<file path="config.mk">
export PLATFORM = sky130hd
export DESIGN_NAME = rank_pipe_feeder
export DESIGN_NICKNAME = d
export VERILOG_FILES = /design/src/rtl/rank_pipe_feeder_pkg.sv /design/src/rtl/rank_pipe_feeder_srpt_flow_table.sv /design/src/rtl/rank_pipe_feeder.sv
export SDC_FILE = /design/constraint.sdc
export NUM_CORES = 1
export LEC_CHECK = 0
export CAP_MARGIN = 0
export CORE_MARGIN = 3
export CORE_UTILIZATION = 25
export DETAILED_ROUTE_END_ITERATION = 6
export SYNTH_ARGS = -nofsm -noshare
export SYNTH_HDL_FRONTEND = slang
export SYNTH_SLANG_ARGS = --single-unit
</file>
<file path="constraint.sdc">
create_clock -name clk -period 6.6 [get_ports clk]
set_clock_uncertainty 0.1 [all_clocks]
set_input_delay 0.66 -clock clk [delete_from_list [all_inputs] [get_ports clk]]
set_output_delay 0.66 -clock clk [all_outputs]
set_load 0.02 [all_outputs]
</file>
<file path="src/rtl/rank_pipe_feeder_pkg.sv">
// Shared types, rank-op codes and saturating arithmetic for the rank pipe feeder.
package rank_pipe_feeder_pkg;

    localparam int RPF_RANK_WIDTH = 16;
    localparam int RPF_LEN_WIDTH  = 16;
    localparam int RPF_SIZE_WIDTH = 32;

    localparam int OP_SRPT = 0;
    localparam int OP_FIFO = 1;
    localparam int OP_EDF  = 2;
    localparam int OP_PASS = 3;

    typedef struct packed {
        logic                      valid;
        logic [RPF_SIZE_WIDTH-1:0] remaining;
    } flow_entry_t;

    // Bytes left after a packet; overshooting the flow size just drains it to zero.
    function automatic logic [RPF_SIZE_WIDTH-1:0] sat_sub(
        input logic [RPF_SIZE_WIDTH-1:0] a,
        input logic [RPF_LEN_WIDTH-1:0]  b
    );
        logic [RPF_SIZE_WIDTH-1:0] b_ext;
        b_ext = {{(RPF_SIZE_WIDTH-RPF_LEN_WIDTH){1'b0}}, b};
        return (a > b_ext) ? (a - b_ext) : '0;
    endfunction

    function automatic logic [RPF_RANK_WIDTH-1:0] sat_rank(
        input logic [RPF_SIZE_WIDTH-1:0] a
    );
        if (a[RPF_SIZE_WIDTH-1:RPF_RANK_WIDTH] != '0)
            return '1;
        return a[RPF_RANK_WIDTH-1:0];
    endfunction

endpackage

</file>
<file path="src/rtl/rank_pipe_feeder_srpt_flow_table.sv">
// Per-flow remaining-bytes table: flop array, combinational read, single write port.
module srpt_flow_table
    import rank_pipe_feeder_pkg::*;
#(
    parameter int FLOW_ID_WIDTH = 4
) (
    input  logic                     clk,
    input  logic                     rst_n,
    input  logic [FLOW_ID_WIDTH-1:0] rd_id,
    output flow_entry_t              rd_entry,
    input  logic                     wr_en,
    input  logic [FLOW_ID_WIDTH-1:0] wr_id,
    input  flow_entry_t              wr_entry
);

    localparam int ENTRIES = 1 << FLOW_ID_WIDTH;

    flow_entry_t entries_q [ENTRIES];

    always_ff @(posedge clk or negedge rst_n) begin
        if (!rst_n) begin
            for (int i = 0; i < ENTRIES; i++)
                entries_q[i] <= '0;
        end else if (wr_en) begin
            entries_q[wr_id] <= wr_entry;
        end
    end

    assign rd_entry = entries_q[rd_id];

endmodule

</file>
<file path="src/rtl/rank_pipe_feeder.sv">
// Producer front end for the rank pipe: computes SRPT ranks from per-flow state
// and issues one insert per accepted descriptor through a single holding register.
module rank_pipe_feeder
    import rank_pipe_feeder_pkg::*;
#(
    parameter int RANK_CODE_BITS = 2,
    parameter int RANK_WIDTH     = RPF_RANK_WIDTH,
    parameter int META_WIDTH     = 16,
    parameter int SRPT_OP        = OP_SRPT,
    parameter int FLOW_ID_WIDTH  = 4,
    parameter int LEN_WIDTH      = RPF_LEN_WIDTH,
    parameter int SIZE_WIDTH     = RPF_SIZE_WIDTH
) (
    input  logic                      clk,
    input  logic                      rst_n,
    input  logic                      s_valid,
    output logic                      s_ready,
    input  logic                      s_first,
    input  logic [FLOW_ID_WIDTH-1:0]  s_flow_id,
    input  logic [LEN_WIDTH-1:0]      s_pkt_len,
    input  logic [SIZE_WIDTH-1:0]     s_flow_size,
    input  logic [RANK_CODE_BITS-1:0] s_rank_op,
    input  logic [META_WIDTH-1:0]     s_meta,
    input  logic                      busy,
    output logic                      insert,
    output logic [RANK_CODE_BITS-1:0] rank_op_out,
    output logic [META_WIDTH-1:0]     meta_out,
    output logic [RANK_WIDTH-1:0]     srpt_rank_out,
    output logic                      err_unknown_flow,
    output logic [31:0]               insert_count
);

    logic                  out_valid;
    logic                  accept;
    logic                  is_srpt;
    logic                  unknown_flow;
    logic                  wr_en;
    flow_entry_t           rd_entry;
    flow_entry_t           wr_entry;
    logic [SIZE_WIDTH-1:0] rem_before;
    logic [SIZE_WIDTH-1:0] rem_after;
    logic [RANK_WIDTH-1:0] rank_next;

    assign insert  = out_valid & ~busy;
    assign s_ready = ~out_valid | ~busy;
    assign accept  = s_valid & s_ready;
    assign is_srpt = (s_rank_op == RANK_CODE_BITS'(SRPT_OP));

    srpt_flow_table #(
        .FLOW_ID_WIDTH(FLOW_ID_WIDTH)
    ) u_table (
        .clk     (clk),
        .rst_n   (rst_n),
        .rd_id   (s_flow_id),
        .rd_entry(rd_entry),
        .wr_en   (wr_en),
        .wr_id   (s_flow_id),
        .wr_entry(wr_entry)
    );

    // A non-first packet on an invalid entry gets the worst rank and leaves the table alone.
    always_comb begin
        rem_before   = s_first ? s_flow_size : rd_entry.remaining;
        unknown_flow = is_srpt & ~s_first & ~rd_entry.valid;
        rem_after    = sat_sub(rem_before, s_pkt_len);
        rank_next    = '0;
        if (is_srpt)
            rank_next = unknown_flow ? '1 : sat_rank(rem_before);
        wr_en              = accept & is_srpt & ~unknown_flow;
        wr_entry.valid     = (rem_after != '0);
        wr_entry.remaining = rem_after;
    end

    always_ff @(posedge clk or negedge rst_n) begin
        if (!rst_n) begin
            out_valid        <= 1'b0;
            rank_op_out      <= '0;
            meta_out         <= '0;
            srpt_rank_out    <= '0;
            err_unknown_flow <= 1'b0;
            insert_count     <= '0;
        end else begin
            if (accept) begin
                out_valid     <= 1'b1;
                rank_op_out   <= s_rank_op;
                meta_out      <= s_meta;
                srpt_rank_out <= rank_next;
            end else if (insert) begin
                out_valid <= 1'b0;
            end
            err_unknown_flow <= accept & unknown_flow;
            if (insert)
                insert_count <= insert_count + 32'd1;
        end
    end

endmodule

</file>
==> impl_metrics.py <==
metrics = {
    "run_status": {
        "status": "finished clean",
    },
    "logic_synthesis": {
        "synth_cell_types": 84,
        "async_flop_share_pct": 100,
        "netlist_top_cells_count": "dfrtp_1, nand2_1, o21ai_0, clkbuf_1, mux4_2",
        "yosysTopAreaCell": "dfrtp_1",
        "syn_nets": 2653,
        "synth-seq-cells": 596,
        "yosysMostFrequentCell": "dfrtp_1",
        "synth_top_family_by_area": "multiplexers",
        "syn_area_um2": 27900,
        "synth-simple-area-share_pct": 11.8,
        "netlist_top_cells_area": "dfrtp_1, mux4_2, nand2_1",
        "synth-compound-area-share_pct": 13.6,
        "yosys-mux-area-fraction_pct": 15.0,
        "ys_seq_area_share_pct": 53.5,
        "synth-edff-count": 0,
        "syn-instance-count": 2559,
        "synth_top_area_share_pct": 53.5,
        "yosysWarnings": 0,
        "synth_xor_area_share_pct": 1.64,
        "synthAdderAreaFrac_pct": 0.880,
        "synth_ff_type": "dfrtp_1",
        "postSynthAreaPerCell_um2": 10.9,
    },
    "sta": {
        "worst_slew_pin_slew_ns": 1.04,
        "hold-worst-slack_ns": 0.00787,
        "fin_crit_ns": 5.38,
        "setup_viol": 0,
        "finalHoldViolations": 0,
        "drv_slew": 0,
        "clock.fmax_ghz": 0.186,
        "rsz0062_at_grt": "no",
        "setup_tns_ns": 0,
        "max_slew_margin_pct": 30.8,
        "period_share_pct": 81.5,
    },
    "routing": {
        "viasPerCell": 4.79,
        "vias": 19840,
        "ant_nets": 0,
        "wl_per_cell_um": 19.4,
        "wl_met1_mm": 35.6,
        "top_layer_used": "met5",
        "wl_met2_mm": 37.1,
        "drt-total-wl_mm": 80.2,
        "drt-initial-drc-count": 1366,
        "first_pass_iters": 5,
        "met3_length_mm": 5.15,
        "drc": 0,
    },
    "worst_setup_path": {
        "path_class": "in -> reg",
        "max_stage_delay_ns": 0.57,
        "worstSetupPathDepth": 18,
        "path_cells": "buf_6 -> buf_12 -> mux4_2 -> mux4_2 -> nand2_1 -> nand2_1 -> ha_1 -> and3_1 -> a31oi_1 -> o21ai_0 -> o211ai_1 -> buf_4 -> nand3_1 -> or4b_4 -> xnor2_4 -> nand4_2 -> o21ai_4 -> a21oi_1",
        "path_max_fanout": 40,
        "cp.arrival_ns": 5.75,
        "critPathLaunchType": "input pin",
        "crit_buf_inv": 3,
        "cp.required_ns": 6.97,
        "worstSetupEndpointType": "flop",
        "reg2reg_depth": 15,
        "cpMaxStageDelayCell": "or4b_4",
        "cp_top_family": "simple AND/OR/NAND/NOR gates",
    },
    "floorplan": {
        "die-area_um2": 116000,
        "io_pins": 144,
        "die_w_um": 340,
        "die_h_um": 340,
        "start_util_pct": 25.4,
        "std_cell_rows": 121,
        "core-area_um2": 110000,
    },
    "clocking": {
        "cts_sinks": 596,
        "clockRootBuffer": "clkbuf_16",
        "ctsResizeCount": 0,
        "cts_setup_buffers": 0,
        "worstSkewPairLatency_ns": 0.64,
        "clockBufferDepth": 3,
        "cts_tree": "built",
        "clk_pin_slew_worst_paths_ns": 0.07,
        "numCtsBuffers": 60,
        "h-tree-depth": 2,
        "cts_hold_buf": 0,
    },
    "placement": {
        "place_area_um2": 30900,
        "place_hpwl_mm": 50.5,
        "place.gp.congestion": 0.865,
        "portBuffers": 143,
    },
    "global_route": {
        "antenna_found_initial": 2,
        "grt_max_degree": 152,
        "grt_usage_pct": 13.7,
        "grt_pass1_wl_mm": 124,
        "grt_remaining_overflow": 0,
        "grt_pass1_vias": 19580,
    },
    "pwr": {
        "leakagePower_nw": 14.2,
        "irDropWorstVdd_mv": 0.236,
        "power.internal_mw": 6.66,
        "power_density_nw_per_um2": 280,
        "power_frac_clock_pct": 37.2,
        "switching_share_pct": 27.5,
        "seq_power_share_pct": 47.0,
        "power.net_switching_mw": 2.52,
        "pwr-share-comb_pct": 15.8,
    },
    "final_layout": {
        "syn2layout_area_growth_pct": 17.9,
        "drive_above_1_share_pct": 15.9,
        "utilization_pct": 29.9,
        "n_fill_cell": 11241,
        "finalNetCount": 2715,
        "stdcell_area_um2": 32800,
    },
    "job": {
        "drv_cap": 0,
    },
    "worst_hold_path": {
        "min_path_type": "in -> async",
    },
}
## registers in the layout (all words and copies together) (netlist names)
name / count
u_table.entries_q: 528
out_valid: 1
srpt_rank_out: 16
meta_out: 16
rank_op_out: 2
insert_count: 32
err_unknown_flow: 1
## logic make-up after synthesis
kind of cell,count (synthesis)
compound gates,632
xor+xnor,50
fa+ha+maj,19
buf+inv,237
flops,596
mux,249
simple gates,776
## placed cells by master, fill, tap and decap left out, drive strengths merged, types with 11 or more instances in the layout
cell / count
nand2b: 14
dfrtp: 596
nand3: 33
inv: 30
and3: 11
clkbuf: 89
a21oi: 48
nand4: 12
clkinv: 12
nor2: 62
ha: 18
mux2i: 36
o21ai: 400
mux2: 86
buf: 72
o31ai: 100
clkdlybuf4s50: 137
mux4: 127
nand2: 584
xnor2: 40
## layout make-up
| type | instances | area (um^2) | share of cell area, % |
|---|---|---|---|
| antenna | 2 | 5.00 | 0.0152 |
| inverter | 28 | 105 | 0.320 |
| clock buffer | 89 | 1750 | 5.33 |
| sequential | 596 | 14900 | 45.4 |
| tap | 1476 | 1850 | 5.62 |
| multi-input combinational | 1726 | 12000 | 36.6 |
| timing repair buffer | 209 | 2010 | 6.13 |
| clock inverter | 17 | 198 | 0.602 |
## final timing paths
check | startpoint | endpoint | slack [ns]
min in group clk | insert_count[31] | insert_count[31] | 0.37
worst min register to register | insert_count[31] | insert_count[31] | 0.37
worst min-delay path | rst_n | u_table.entries_q[35] | 0.008
max in group asynchronous | rst_n | u_table.entries_q[423] | 4.84
worst max register to register | u_table.entries_q[2] | u_table.entries_q[395] | 1.50
worst max-delay path | s_flow_id[0] | u_table.entries_q[395] | 1.22
## routing by layer
layer	GRT usage, %	up-vias
met5	0	-
met4	4.20	2
met3	2.41	131
met2	22.1	601
met1	18.9	9918
li1	-	9188
## through the flow
| step | setup WS [ns] | total power, mW | instances |
|---|---|---|---|
| after floorplan | 0.251 | 5.27 | 2559 |
| after global placement | 0.589 | 5.80 | 4035 |
| after detailed placement | 0.565 | 5.84 | 4035 |
| after CTS | 1.19 | 9.27 | 4141 |
| after global routing | 0.872 | 9.62 | 4141 |
| final | 1.22 | 9.18 | 4143 |
## power groups by stage
stage | combinational, mW | clock (mW) | sequential [mW]
6_report | 1.45 | 3.41 | 4.32
5_1_grt | 1.61 | 3.64 | 4.37
4_1_cts | 1.46 | 3.50 | 4.32
3_5_place_dp | 1.46 | 0 | 4.38
3_3_place_gp | 1.43 | 0 | 4.37
2_1_floorplan | 0.911 | 0 | 4.36
Note: power is estimated with default switching activity, not from simulation.
